===== src/rtl/spi_axi4_burst_bridge_if.sv =====
// AXI4 manager-side bus bundle used by spi_axi4_burst_bridge.
// The master modport is the bridge and the slave modport is the peripheral.
interface spi_axi4_burst_bridge_if #(
  parameter int ADDRESS_WIDTH = 4,
  parameter int DATA_WIDTH    = 32,
  parameter int LEN_WIDTH     = 5
);
  logic [ADDRESS_WIDTH-1:0] awaddr;
  logic [LEN_WIDTH-1:0]     awlen;
  logic [2:0]               awburst;
  logic                     awvalid;
  logic                     awready;
  logic [DATA_WIDTH-1:0]    wdata;
  logic                     wlast;
  logic                     wvalid;
  logic                     wready;
  logic                     bvalid;
  logic                     bresp;
  logic                     bready;
  logic [ADDRESS_WIDTH-1:0] araddr;
  logic [LEN_WIDTH-1:0]     arlen;
  logic [2:0]               arburst;
  logic                     arvalid;
  logic                     arready;
  logic [DATA_WIDTH-1:0]    rdata;
  logic                     rlast;
  logic                     rvalid;
  logic                     rready;

  modport master (
    output awaddr, awlen, awburst, awvalid, wdata, wlast, wvalid, bready,
    output araddr, arlen, arburst, arvalid, rready,
    input  awready, wready, bvalid, bresp, arready, rdata, rlast, rvalid
  );

  modport slave (
    input  awaddr, awlen, awburst, awvalid, wdata, wlast, wvalid, bready,
    input  araddr, arlen, arburst, arvalid, rready,
    output awready, wready, bvalid, bresp, arready, rdata, rlast, rvalid
  );
endinterface


===== src/rtl/spi_axi4_burst_bridge.sv =====
// SPI strobe-per-beat to AXI4 manager bridge with independent write/read burst channels.
// Define AXI4_FIXED_BURST_EN for FIXED bursts (address held); default is INCR.
module spi_axi4_burst_bridge #(
  parameter int ADDRESS_WIDTH = 4,
  parameter int DATA_WIDTH    = 32,
  parameter int LEN_WIDTH     = 5
) (
  input  logic                     clock,
  input  logic                     reset,
  input  logic [ADDRESS_WIDTH-1:0] spi_write_address,
  input  logic                     spi_write_address_valid,
  input  logic [DATA_WIDTH-1:0]    spi_write_data,
  input  logic                     spi_write_strobe,
  input  logic [LEN_WIDTH-1:0]     spi_write_burst_length,
  input  logic [ADDRESS_WIDTH-1:0] spi_read_address,
  input  logic                     spi_read_address_valid,
  input  logic                     spi_read_strobe,
  input  logic [LEN_WIDTH-1:0]     spi_read_burst_length,
  output logic [DATA_WIDTH-1:0]    spi_read_data,
  output logic                     last_write_ok,
  output logic [31:0]              error_count,
  output logic                     rlast_mismatch,
  spi_axi4_burst_bridge_if.master  axi
);

`ifdef AXI4_FIXED_BURST_EN
  localparam logic [2:0]               BURST_MODE = 3'b001;
  localparam logic [ADDRESS_WIDTH-1:0] ADDR_STEP  = '0;
`else
  localparam logic [2:0]               BURST_MODE = 3'b010;
  localparam logic [ADDRESS_WIDTH-1:0] ADDR_STEP  = ADDRESS_WIDTH'(1);
`endif

  typedef enum logic {W_IDLE, W_BUSY} wr_state_e;
  typedef enum logic {R_IDLE, R_BUSY} rd_state_e;

  wr_state_e                w_state_q, w_state_d;
  logic [2:0]               w_mask_q, w_mask_d;
  logic [LEN_WIDTH-1:0]     w_count_q, w_count_d;
  logic [ADDRESS_WIDTH-1:0] awaddr_q, awaddr_d;
  logic [LEN_WIDTH-1:0]     awlen_q, awlen_d;
  logic                     awvalid_q, awvalid_d;
  logic                     wvalid_q, wvalid_d;
  logic                     wlast_q, wlast_d;
  logic [DATA_WIDTH-1:0]    wdata_q, wdata_d;
  logic                     bready_q, bready_d;
  logic                     last_write_ok_q, last_write_ok_d;
  logic                     w_err;

  rd_state_e                r_state_q, r_state_d;
  logic [1:0]               r_mask_q, r_mask_d;
  logic [LEN_WIDTH-1:0]     r_count_q, r_count_d;
  logic [ADDRESS_WIDTH-1:0] araddr_q, araddr_d;
  logic [LEN_WIDTH-1:0]     arlen_q, arlen_d;
  logic                     arvalid_q, arvalid_d;
  logic                     rready_q, rready_d;
  logic                     exp_last_q, exp_last_d;
  logic [DATA_WIDTH-1:0]    spi_read_data_q, spi_read_data_d;
  logic                     r_err;

  logic [31:0]              error_count_q, error_count_d;

  // Write channel: mask bits {B,W,AW} retire independently; idle once all clear.
  always_comb begin
    w_state_d       = w_state_q;
    w_mask_d        = w_mask_q;
    w_count_d       = w_count_q;
    awaddr_d        = awaddr_q;
    awlen_d         = awlen_q;
    awvalid_d       = awvalid_q;
    wvalid_d        = wvalid_q;
    wlast_d         = wlast_q;
    wdata_d         = wdata_q;
    bready_d        = bready_q;
    last_write_ok_d = last_write_ok_q;
    w_err           = 1'b0;
    case (w_state_q)
      W_IDLE: begin
        if (spi_write_strobe) begin
          if (spi_write_address_valid) begin
            awaddr_d  = spi_write_address;
            awlen_d   = spi_write_burst_length;
            wlast_d   = (spi_write_burst_length == LEN_WIDTH'(1));
            w_err     = (w_count_q != '0);
            w_count_d = spi_write_burst_length - LEN_WIDTH'(1);
          end else begin
            if (w_count_q != '0) begin
              w_count_d = w_count_q - LEN_WIDTH'(1);
              if (w_count_q == LEN_WIDTH'(1)) wlast_d = 1'b1;
            end else begin
              w_err = 1'b1;
            end
            awaddr_d = awaddr_q + ADDR_STEP;
          end
          awvalid_d = 1'b1;
          wvalid_d  = 1'b1;
          bready_d  = 1'b1;
          wdata_d   = spi_write_data;
          w_mask_d  = 3'b111;
          w_state_d = W_BUSY;
        end
      end
      W_BUSY: begin
        if (w_mask_q[0] && axi.awready) begin
          awvalid_d   = 1'b0;
          w_mask_d[0] = 1'b0;
        end
        if (w_mask_q[1] && axi.wready) begin
          wvalid_d    = 1'b0;
          wlast_d     = 1'b0;
          w_mask_d[1] = 1'b0;
        end
        if (w_mask_q[2] && axi.bvalid) begin
          last_write_ok_d = axi.bresp;
          bready_d        = 1'b0;
          w_mask_d[2]     = 1'b0;
        end
        if (w_mask_d == 3'b000) w_state_d = W_IDLE;
      end
      default: w_state_d = W_IDLE;
    endcase
  end

  // Read channel mirrors the write rules; exp_last tracks which beat should carry rlast.
  always_comb begin
    r_state_d       = r_state_q;
    r_mask_d        = r_mask_q;
    r_count_d       = r_count_q;
    araddr_d        = araddr_q;
    arlen_d         = arlen_q;
    arvalid_d       = arvalid_q;
    rready_d        = rready_q;
    exp_last_d      = exp_last_q;
    spi_read_data_d = spi_read_data_q;
    r_err           = 1'b0;
    case (r_state_q)
      R_IDLE: begin
        if (spi_read_strobe) begin
          if (spi_read_address_valid) begin
            araddr_d   = spi_read_address;
            arlen_d    = spi_read_burst_length;
            exp_last_d = (spi_read_burst_length == LEN_WIDTH'(1));
            r_err      = (r_count_q != '0);
            r_count_d  = spi_read_burst_length - LEN_WIDTH'(1);
          end else begin
            if (r_count_q != '0) begin
              r_count_d = r_count_q - LEN_WIDTH'(1);
              if (r_count_q == LEN_WIDTH'(1)) exp_last_d = 1'b1;
            end else begin
              r_err = 1'b1;
            end
            araddr_d = araddr_q + ADDR_STEP;
          end
          arvalid_d = 1'b1;
          rready_d  = 1'b1;
          r_mask_d  = 2'b11;
          r_state_d = R_BUSY;
        end
      end
      R_BUSY: begin
        if (r_mask_q[0] && axi.arready) begin
          arvalid_d   = 1'b0;
          r_mask_d[0] = 1'b0;
        end
        if (r_mask_q[1] && axi.rvalid) begin
          spi_read_data_d = axi.rdata;
          rready_d        = 1'b0;
          exp_last_d      = 1'b0;
          r_mask_d[1]     = 1'b0;
        end
        if (r_mask_d == 2'b00) r_state_d = R_IDLE;
      end
      default: r_state_d = R_IDLE;
    endcase
  end

  always_comb begin
    error_count_d = error_count_q + 32'(w_err) + 32'(r_err);
  end

  always_ff @(posedge clock or negedge reset) begin
    if (!reset) begin
      w_state_q       <= W_IDLE;
      w_mask_q        <= 3'b000;
      w_count_q       <= '0;
      awaddr_q        <= '0;
      awlen_q         <= LEN_WIDTH'(1);
      awvalid_q       <= 1'b0;
      wvalid_q        <= 1'b0;
      wlast_q         <= 1'b0;
      wdata_q         <= '0;
      bready_q        <= 1'b1;
      last_write_ok_q <= 1'b0;
      r_state_q       <= R_IDLE;
      r_mask_q        <= 2'b00;
      r_count_q       <= '0;
      araddr_q        <= '0;
      arlen_q         <= LEN_WIDTH'(1);
      arvalid_q       <= 1'b0;
      rready_q        <= 1'b0;
      exp_last_q      <= 1'b0;
      spi_read_data_q <= '0;
      error_count_q   <= '0;
    end else begin
      w_state_q       <= w_state_d;
      w_mask_q        <= w_mask_d;
      w_count_q       <= w_count_d;
      awaddr_q        <= awaddr_d;
      awlen_q         <= awlen_d;
      awvalid_q       <= awvalid_d;
      wvalid_q        <= wvalid_d;
      wlast_q         <= wlast_d;
      wdata_q         <= wdata_d;
      bready_q        <= bready_d;
      last_write_ok_q <= last_write_ok_d;
      r_state_q       <= r_state_d;
      r_mask_q        <= r_mask_d;
      r_count_q       <= r_count_d;
      araddr_q        <= araddr_d;
      arlen_q         <= arlen_d;
      arvalid_q       <= arvalid_d;
      rready_q        <= rready_d;
      exp_last_q      <= exp_last_d;
      spi_read_data_q <= spi_read_data_d;
      error_count_q   <= error_count_d;
    end
  end

  assign axi.awaddr     = awaddr_q;
  assign axi.awlen      = awlen_q;
  assign axi.awburst    = BURST_MODE;
  assign axi.awvalid    = awvalid_q;
  assign axi.wdata      = wdata_q;
  assign axi.wlast      = wlast_q;
  assign axi.wvalid     = wvalid_q;
  assign axi.bready     = bready_q;
  assign axi.araddr     = araddr_q;
  assign axi.arlen      = arlen_q;
  assign axi.arburst    = BURST_MODE;
  assign axi.arvalid    = arvalid_q;
  assign axi.rready     = rready_q;
  assign spi_read_data  = spi_read_data_q;
  assign last_write_ok  = last_write_ok_q;
  assign error_count    = error_count_q;
  assign rlast_mismatch = axi.rlast ^ exp_last_q;

endmodule


===== src/flat_wrapper.sv =====
// flat-port wrapper written by rule: the top's interface ports become plain ports
module spi_axi4_burst_bridge_flat 
#(
  parameter int ADDRESS_WIDTH = 4,
  parameter int DATA_WIDTH    = 32,
  parameter int LEN_WIDTH     = 5
)
  (clock, reset, spi_write_address, spi_write_address_valid, spi_write_data, spi_write_strobe, spi_write_burst_length, spi_read_address, spi_read_address_valid, spi_read_strobe, spi_read_burst_length, spi_read_data, last_write_ok, error_count, rlast_mismatch, axi_awaddr, axi_awlen, axi_awburst, axi_awvalid, axi_wdata, axi_wlast, axi_wvalid, axi_bready, axi_araddr, axi_arlen, axi_arburst, axi_arvalid, axi_rready, axi_awready, axi_wready, axi_bvalid, axi_bresp, axi_arready, axi_rdata, axi_rlast, axi_rvalid);
  spi_axi4_burst_bridge_if #(.ADDRESS_WIDTH(ADDRESS_WIDTH), .DATA_WIDTH(DATA_WIDTH), .LEN_WIDTH(LEN_WIDTH)) axi_i ();
  input  logic clock;
  input  logic reset;
  input  logic [ADDRESS_WIDTH-1:0] spi_write_address;
  input  logic spi_write_address_valid;
  input  logic [DATA_WIDTH-1:0] spi_write_data;
  input  logic spi_write_strobe;
  input  logic [LEN_WIDTH-1:0] spi_write_burst_length;
  input  logic [ADDRESS_WIDTH-1:0] spi_read_address;
  input  logic spi_read_address_valid;
  input  logic spi_read_strobe;
  input  logic [LEN_WIDTH-1:0] spi_read_burst_length;
  output logic [DATA_WIDTH-1:0] spi_read_data;
  output logic last_write_ok;
  output logic [31:0] error_count;
  output logic rlast_mismatch;
  output wire logic [$bits(axi_i.awaddr)-1:0] axi_awaddr;
  output wire logic [$bits(axi_i.awlen)-1:0] axi_awlen;
  output wire logic [$bits(axi_i.awburst)-1:0] axi_awburst;
  output wire logic [$bits(axi_i.awvalid)-1:0] axi_awvalid;
  output wire logic [$bits(axi_i.wdata)-1:0] axi_wdata;
  output wire logic [$bits(axi_i.wlast)-1:0] axi_wlast;
  output wire logic [$bits(axi_i.wvalid)-1:0] axi_wvalid;
  output wire logic [$bits(axi_i.bready)-1:0] axi_bready;
  output wire logic [$bits(axi_i.araddr)-1:0] axi_araddr;
  output wire logic [$bits(axi_i.arlen)-1:0] axi_arlen;
  output wire logic [$bits(axi_i.arburst)-1:0] axi_arburst;
  output wire logic [$bits(axi_i.arvalid)-1:0] axi_arvalid;
  output wire logic [$bits(axi_i.rready)-1:0] axi_rready;
  input wire logic [$bits(axi_i.awready)-1:0] axi_awready;
  input wire logic [$bits(axi_i.wready)-1:0] axi_wready;
  input wire logic [$bits(axi_i.bvalid)-1:0] axi_bvalid;
  input wire logic [$bits(axi_i.bresp)-1:0] axi_bresp;
  input wire logic [$bits(axi_i.arready)-1:0] axi_arready;
  input wire logic [$bits(axi_i.rdata)-1:0] axi_rdata;
  input wire logic [$bits(axi_i.rlast)-1:0] axi_rlast;
  input wire logic [$bits(axi_i.rvalid)-1:0] axi_rvalid;
  assign axi_awaddr = axi_i.awaddr;
  assign axi_awlen = axi_i.awlen;
  assign axi_awburst = axi_i.awburst;
  assign axi_awvalid = axi_i.awvalid;
  assign axi_wdata = axi_i.wdata;
  assign axi_wlast = axi_i.wlast;
  assign axi_wvalid = axi_i.wvalid;
  assign axi_bready = axi_i.bready;
  assign axi_araddr = axi_i.araddr;
  assign axi_arlen = axi_i.arlen;
  assign axi_arburst = axi_i.arburst;
  assign axi_arvalid = axi_i.arvalid;
  assign axi_rready = axi_i.rready;
  assign axi_i.awready = axi_awready;
  assign axi_i.wready = axi_wready;
  assign axi_i.bvalid = axi_bvalid;
  assign axi_i.bresp = axi_bresp;
  assign axi_i.arready = axi_arready;
  assign axi_i.rdata = axi_rdata;
  assign axi_i.rlast = axi_rlast;
  assign axi_i.rvalid = axi_rvalid;
  spi_axi4_burst_bridge #(.ADDRESS_WIDTH(ADDRESS_WIDTH), .DATA_WIDTH(DATA_WIDTH), .LEN_WIDTH(LEN_WIDTH)) u_core (.clock(clock), .reset(reset), .spi_write_address(spi_write_address), .spi_write_address_valid(spi_write_address_valid), .spi_write_data(spi_write_data), .spi_write_strobe(spi_write_strobe), .spi_write_burst_length(spi_write_burst_length), .spi_read_address(spi_read_address), .spi_read_address_valid(spi_read_address_valid), .spi_read_strobe(spi_read_strobe), .spi_read_burst_length(spi_read_burst_length), .spi_read_data(spi_read_data), .last_write_ok(last_write_ok), .error_count(error_count), .rlast_mismatch(rlast_mismatch), .axi(axi_i));
endmodule

===== config.mk =====
export PLATFORM = sky130hd
export DESIGN_NAME = spi_axi4_burst_bridge_flat
export DESIGN_NICKNAME = d
export VERILOG_FILES = /design/src/rtl/spi_axi4_burst_bridge_if.sv /design/src/rtl/spi_axi4_burst_bridge.sv /design/src/flat_wrapper.sv
export SDC_FILE = /design/constraint.sdc
export NUM_CORES = 1
export LEC_CHECK = 0
export CAP_MARGIN = 20
export CORE_MARGIN = 2
export CORE_UTILIZATION = 46
export CTS_BUF_LIST = sky130_fd_sc_hd__clkbuf_8
export CTS_CLUSTER_SIZE = 40
export DETAILED_ROUTE_END_ITERATION = 10
export HOLD_SLACK_MARGIN = 0.12
export PLACE_DENSITY = 0.82
export SETUP_SLACK_MARGIN = 0.2
export SLEW_MARGIN = 10
export SYNTH_ARGS = -nofsm -noshare
export SYNTH_HDL_FRONTEND = slang
export SYNTH_SLANG_ARGS = --single-unit

===== constraint.sdc =====
create_clock -name clock -period 3.6 [get_ports clock]
set_input_delay 0.36 -clock clock [delete_from_list [all_inputs] [get_ports clock]]
set_output_delay 0.36 -clock clock [all_outputs]
set_load 0.005 [all_outputs]

==> flow_summary.json, run 1 <==
{
  "cts_buffers": 17,
  "core_area_sq_um": 13200,
  "ioPinCount": 223,
  "regToRegSetupSlack_ns": 0.49,
  "area_growth_pct": 44.9,
  "path_class": "register to register",
  "placed_area_sq_um": 8500,
  "status": "completed",
  "ir_worst_vdd_uv": 529,
  "antenna_found_initial": 0,
  "cellInternalPower_mw": 4.57,
  "cts_tree": "yes",
  "row_count": 42,
  "first_global_vias": 5064,
  "ys_ff_latch": 139,
  "post_cts_buffers": 0,
  "cts.repair.resized": 0,
  "p_seq_share_pct": 40.9,
  "syn_inst": 571,
  "synth_edf_count": 0,
  "reg2regPathDepth": 12,
  "crit_start": "u_core.r_count_q[0]",
  "startpoint_type": "register",
  "drt_wl_total_mm": 14.8,
  "timing.rr.start": "u_core.r_count_q[0]",
  "syn_avg_cell_area_sq_um": 10.8,
  "leakage_nw": 4.05,
  "ctsHtreeMaxLevel": 4,
  "rsz0062_at_grt": "no",
  "ys.flop_type": "dfrtp_1",
  "maxCapViolCount": 0,
  "critical_path_required_ns": 3.93,
  "grt_usage_pct": 21.4,
  "fin_worst_skew_ns": 0.0102,
  "layout-drive-gt1-share_pct": 11.0,
  "maxClockFrequency_ghz": 0.322,
  "drtPass1Iterations": 4,
  "antenna_cells": 0,
  "timing.setup.tns_ns": 0,
  "power_frac_clock_pct": 21.2,
  "gp_congestion": 0.779,
  "swShare_pct": 30.2,
  "grt_pass1_wl_mm": 24.4,
  "insertion_delay_ns": 0.44,
  "setup-violations-final": 0,
  "synth_area_sq_um": 6180,
  "end_kind": "register",
  "synth_warnings": 0,
  "wl_per_cell_um": 15.1,
  "period_needed_ns": 3.11,
  "drcViolationCount": 0,
  "crit_end": "u_core.error_count[20]",
  "post-dp-hpwl_mm": 10.8,
  "timing.final.crit_share_pct": 86.3,
  "numPortBuffers": 216,
  "vias_per_cell": 4.94,
  "synth_cell_type_count": 45,
  "stdcell_area_sq_um": 8950,
  "die_h_um": 120,
  "tightestPinTransition_ns": 0.962,
  "antenna_left": 0,
  "hold_path_class": "input pin to register",
  "grt_overflow": 0,
  "die_w_um": 120,
  "power_density_nw_per_um2": 730,
  "num_vias": 4852,
  "start_util_pct": 46.9,
  "die-area_sq_um": 14400,
  "cts_sinks": 139,
  "drtIter0Drc": 258,
  "slew_violations": 0,
  "finalPower_mw": 6.54,
  "relSlewSlack_pct": 35.9,
  "clkTransAtPathRegs_ns": 0.08,
  "crit_fanout": 7,
  "nets": 904,
  "combPwrFrac_pct": 37.9,
  "grt_max_degree": 105,
  "finalHoldViolations": 0,
  "switchingPower_mw": 1.97,
  "cts-root-buf": "clkbuf_8",
  "crit_arrival_ns": 3.43,
  "ys_seq_area_share_pct": 56.3,
  "rr_endpoint": "u_core.error_count[20]",
  "async_reset_ff_share_pct": 100,
  "clockBufferDepth": 2
}
[cell usage in the layout (no fill, tap or decap), types with 2 or more instances in the layout]
cell type and instances:
dfrtp_1 136, nor2_1 27, mux2_2 41, a21oi_1 13, nand2b_1 10, nor3b_1 4, nand4_4 2, mux2i_1 3
buf_4 8, nor3_1 9, a22oi_1 5, nand2_1 123, nand3_1 19, xnor2_1 26, clkdlybuf4s50_1 215, a32oi_1 2
and3_1 7, conb_1 6, bufinv_16 4, and4_1 3, xor2_1 11, or3b_2 2, ha_1 15, o22ai_1 2
o31ai_1 2, inv_1 20, nand4_1 12, o21ai_0 31, and2_1 3, clkbuf_8 21, nor2b_1 2, a31oi_1 2
dfstp_2 3
[sequential cells by signal (all words and copies together) (netlist names), 2 cells and up]
signal	cells
u_core.axi.wdata	32
u_core.error_count	32
u_core.spi_read_data	32
u_core.axi.arlen	5
u_core.axi.awlen	5
u_core.r_count_q	5
u_core.w_count_q	5
u_core.axi.araddr	4
u_core.axi.awaddr	4
u_core.w_mask_q	3
u_core.r_mask_q	2
[per-stage QoR]
step	worst slack [ns]	hold WS (ns)	cells	util, %
final	0.494	0.445	982	67.9
after global routing	0.220	0.437	982	67.9
after CTS	0.372	0.401	982	67.9
after detailed placement	0.289	0.463	949	64.5
after global placement	0.363	0.458	949	64.5
after floorplan	0.625	0.0644	575	-
[cell usage after synthesis, types with 2 or more instances]
master	n	area share [%]
conb_1	2	0.12
nor2_1	27	1.6
mux2i_1	3	0.49
nor3_1	9	0.73
a21oi_1	13	1.1
a31oi_1	2	0.20
or3b_2	2	0.28
nand4_1	12	1.2
nand4_4	2	0.69
nor3b_1	4	0.49
clkbuf_1	3	0.18
dfrtp_1	136	55
o31ai_1	2	0.24
a32oi_1	2	0.28
xnor2_1	26	3.7
o21ai_0	31	2.5
and4_1	3	0.43
dfstp_2	3	1.3
nand3_1	19	1.5
nand2_1	123	7.5
a22oi_1	5	0.61
buf_2	15	1.2
ha_1	15	3.0
buf_4	6	0.73
xor2_1	11	1.6
o22ai_1	2	0.20
and2_1	3	0.30
and3_1	7	0.71
inv_1	15	0.91
mux2_2	41	7.5
buf_1	2	0.12
nor2b_1	3	0.30
nand2b_1	10	1.0
[power by group through the flow]
stage	registers, mW	clock network, mW	logic [mW]
global placement	2.64	0	2.42
CTS	2.67	1.42	2.52
global route	2.76	1.49	2.73
finish	2.67	1.38	2.48
detailed placement	2.69	0	2.50
floorplan	2.65	0	1.00
[cells by family (layout without fill, tap and decap cells)]
logic type      after synthesis  after routing  synth area share, %
compound gates               62             62                 5.83
xor+xnor                     37             37                 5.24
fa+ha+maj                    16             16                 3.36
buf+inv                      41            272                 3.16
flops                       139            139                 56.3
mux                          44             44                 7.96
other cells                   2              6                0.122
simple gates                230            230                 18.0
[critical path: stages, from the launching register on]
cell      delay [ns]
dfrtp_1         0.41
inv_1           0.09
ha_1            0.22
and2_1          0.14
ha_1            0.27
nand2b_1        0.19
fa_1            0.43
inv_1           0.09
ha_1            0.22
nand4_1         0.17
nor4_4          0.43
nand4_1         0.18
xnor2_1         0.16
[routing by layer]
metal / track usage [%] / vias to the layer above / share of wire [%]
li1: - / 2355 / -
met1: 25.3 / 2322 / 41
met2: 36.7 / 153 / 50
met3: 6.70 / 22 / 7.1
met4: 8.16 / 0 / 1.8
met5: 0 / - / 0
[how the worst min path moves through the flow]
stage	from	end	cells past startpoint
after floorplan	reset	u_core.axi.araddr[0]	0
after global placement	u_core.axi.wdata[24]	u_core.axi.wdata[24]	2
after detailed placement	u_core.axi.wdata[23]	u_core.axi.wdata[23]	2
after CTS	spi_write_data[28]	u_core.axi.wdata[28]	3
after global routing	spi_write_data[0]	u_core.axi.wdata[0]	3
final	spi_write_data[25]	u_core.axi.wdata[25]	3
[what timing repair did]
| item | in CTS | in global routing |
|---|---|---|
| hold buffers | 1 | 0 |
| setup endpoints to repair | 0 | 5 |
| hold endpoints to repair | 101 | 0 |
[area by class of cell]
type,count,area [sq um]
fill,1017,4240
sequential,139,3480
multi-input combinational,395,2520
timing repair buffer,225,2230
clock buffer,21,289
tap,176,220
clock inverter,11,151
inverter,15,56.3
Note: power is estimated with default switching activity, not from simulation.
==> inputs of run 2 (changes only) <==
- ABC_AREA: unset -> 1
- CORE_UTILIZATION: 46 -> 47
- TNS_END_PERCENT: unset -> 20
==> run 2 against run 1 <==
  * Sequential power shrank 2%
  * Global-route usage grew 3.1 points
  * Clock power shrank 5%
  * Setup slack lost 0.0080 ns
  * Final area grew 3.8%
  * Sequential cell count is the same
  * Critical path depth grew 4
  * Routed wire length grew 20%
  * Fmax shrank 0.26%
  * First-iteration DRC count grew 27%
  * Critical endpoint is now u_core.error_count[26]
==> flow_summary.json, run 2 <==
{
  "status": "completed",
  "num_vias": 5981,
  "syn_avg_cell_area_sq_um": 8.02,
  "ioPinCount": 223,
  "met2_usage_pct": 41.6,
  "gr-usage-met1_pct": 29.7,
  "synthMuxAreaShare_pct": 0.173,
  "final_common_cell": "nand2_1",
  "finalHoldViolations": 0,
  "startpoint_type": "register",
  "post-dp-hpwl_mm": 13.2,
  "gp_congestion": 0.917,
  "fin_worst_skew_ns": 0.00867,
  "syn_inst": 813,
  "die_h_um": 122,
  "insertion_delay_ns": 0.44,
  "gr-max-usage-layer": "met2",
  "grt_usage_pct": 24.5,
  "multiInputGateArea_sq_um": 2740,
  "ys.flop_type": "dfrtp_1",
  "fill_cells": 1136,
  "synth_top_area_share_pct": 52.2,
  "core_area_sq_um": 13700,
  "relSlewSlack_pct": 40.4,
  "clockBufferDepth": 2,
  "async_reset_ff_share_pct": 100,
  "finalPower_mw": 6.47,
  "final-seq-area_sq_um": 3480,
  "synth_area_sq_um": 6520,
  "grt_pass1_wl_mm": 28.1,
  "critical_path_required_ns": 3.94,
  "synthTopCellsByArea": "dfrtp_1 (52%), nand2_1 (21%), nor2_1 (4.5%)",
  "post_synth_most_frequent_cells": "nand2_1 (373), dfrtp_1 (136), nor2_1 (79)",
  "synth_warnings": 0,
  "power_density_nw_per_um2": 696,
  "hold_path_class": "input pin to register",
  "drt_wl_total_mm": 17.9,
  "drcViolationCount": 0,
  "crit_fanout": 5,
  "maxCapViolCount": 0,
  "area_growth_pct": 42.5,
  "cts_buffers": 17,
  "cts_tree": "yes",
  "synthMostInstantiatedCell": "nand2_1",
  "cts-root-buf": "clkbuf_8",
  "period_needed_ns": 3.11,
  "start_util_pct": 47.5,
  "grt_overflow": 0,
  "ctsHtreeMaxLevel": 4,
  "clkTransAtPathRegs_ns": 0.08,
  "leakage_nw": 4.44,
  "timing.setup.tns_ns": 0,
  "ys_ff_latch": 139,
  "die_w_um": 122,
  "rsz0062_at_grt": "no",
  "layout-drive-gt1-share_pct": 6.09,
  "vias_per_cell": 4.85,
  "post_cts_buffers": 0,
  "synth_compound_area_share_pct": 4.39,
  "drtIter0Drc": 328,
  "maxClockFrequency_ghz": 0.321,
  "ir_worst_vdd_uv": 255,
  "final_cell_mix": "nand2_1 (373), clkdlybuf4s50_1 (215), dfrtp_1 (136), nor2_1 (79), inv_1 (47)",
  "synth_cell_type_count": 33,
  "yosys.area.top_type": "dfrtp_1",
  "setup-violations-final": 0,
  "synth_edf_count": 0,
  "ys_seq_area_share_pct": 53.4,
  "cts_sinks": 139,
  "synth_top_family_by_area": "simple AND/OR/NAND/NOR gates",
  "antenna_left": 0,
  "first_global_vias": 5844,
  "synth-simple-area-share_pct": 31.5,
  "crit_arrival_ns": 3.45,
  "antenna_found_initial": 2,
  "drtPass1Iterations": 5,
  "grt_max_degree": 100,
  "synthAdderAreaFrac_pct": 3.19,
  "row_count": 43,
  "numPortBuffers": 216,
  "synth-xor-area-share_pct": 2.28,
  "die-area_sq_um": 14800,
  "nets": 1149,
  "path_class": "register to register",
  "gr-usage-met3_pct": 7.07,
  "timing.final.crit_share_pct": 86.5,
  "wl_per_cell_um": 14.5,
  "slew_violations": 0,
  "end_kind": "register",
  "tightestPinTransition_ns": 0.895
}
==> run 2: power breakdown <==
part           total (mW)  switching, mW  internal [mW]
Sequential           2.61          0.426           2.18
Combinational        2.55           1.15           1.40
Clock                1.31          0.594          0.715
==> run 2: final cells by class <==
cell class | instances | share of cell area (%)
Clock buffer | 19 | 2.81
Tap cell | 180 | 2.42
Sequential cell | 139 | 37.5
Inverter | 52 | 2.10
Clock inverter | 13 | 1.64
Timing Repair Buffer | 225 | 24.0
Antenna cell | 1 | 0.0269
Multi-Input combinational cell | 603 | 29.5
==> run 2: layer usage <==
metal	vias up	part of all wire (%)
li1	2955	-
met1	2781	42
met2	212	48
met3	33	7.5
met4	0	2.4
met5	-	0
==> run 2: final timing paths <==
kind	from	to	slack (ns)	depth (start not counted)
min	spi_write_data[12]	u_core.axi.wdata[12]	0.45	3
max in group asynchronous	reset	u_core.axi.awlen[0]	2.08	3
max	u_core.w_count_q[1]	u_core.error_count[26]	0.49	16
min reg2reg	u_core.spi_read_data[25]	u_core.spi_read_data[25]	0.47	2
min in group asynchronous	reset	u_core.axi.awlen[3]	0.57	2
max reg2reg	u_core.w_count_q[1]	u_core.error_count[26]	0.49	16
==> run 2: repair_timing <==
action                                  in CTS  in global routing
resized for setup                            0                  3
endpoints found under the setup margin       0                  4
hold buffers                                 1                  0
endpoints found under the hold margin       95                  0
==> run 2: per-stage QoR <==
stage	util (%)	setup slack, ns	area, sq um	hold slack (ns)	instances
global route	67.7	0.226	9290	0.427	1232
detailed placement	64.6	0.408	8860	0.458	1198
CTS	67.7	0.384	9280	0.407	1231
floorplan	-	0.718	6540	0.0644	817
finish	67.7	0.486	9290	0.448	1232
global placement	64.6	0.443	8860	0.453	1198
==> run 2: worst max-delay path, cell delays in order (launching register included) <==
cell     delay [ns]
dfrtp_1        0.38
inv_1          0.12
ha_1           0.19
inv_1          0.04
nor4_1         0.24
ha_1           0.27
or2_2          0.33
fa_1           0.43
inv_1          0.10
ha_2           0.24
nand3_2        0.12
inv_1          0.11
nand2_1        0.14
nor2_4         0.14
nand2_1        0.06
nand2_1        0.06
nand2_1        0.05
==> run 2: kinds of logic after synthesis <==
family                   Yosys count
AO/OA/AOI/OAI                     53
XOR/XNOR                          17
adder cells (fa/ha/maj)           16
buffers and inverters             75
flip-flops                       139
multiplexers                       1
other                              2
AND/OR/NAND/NOR                  510
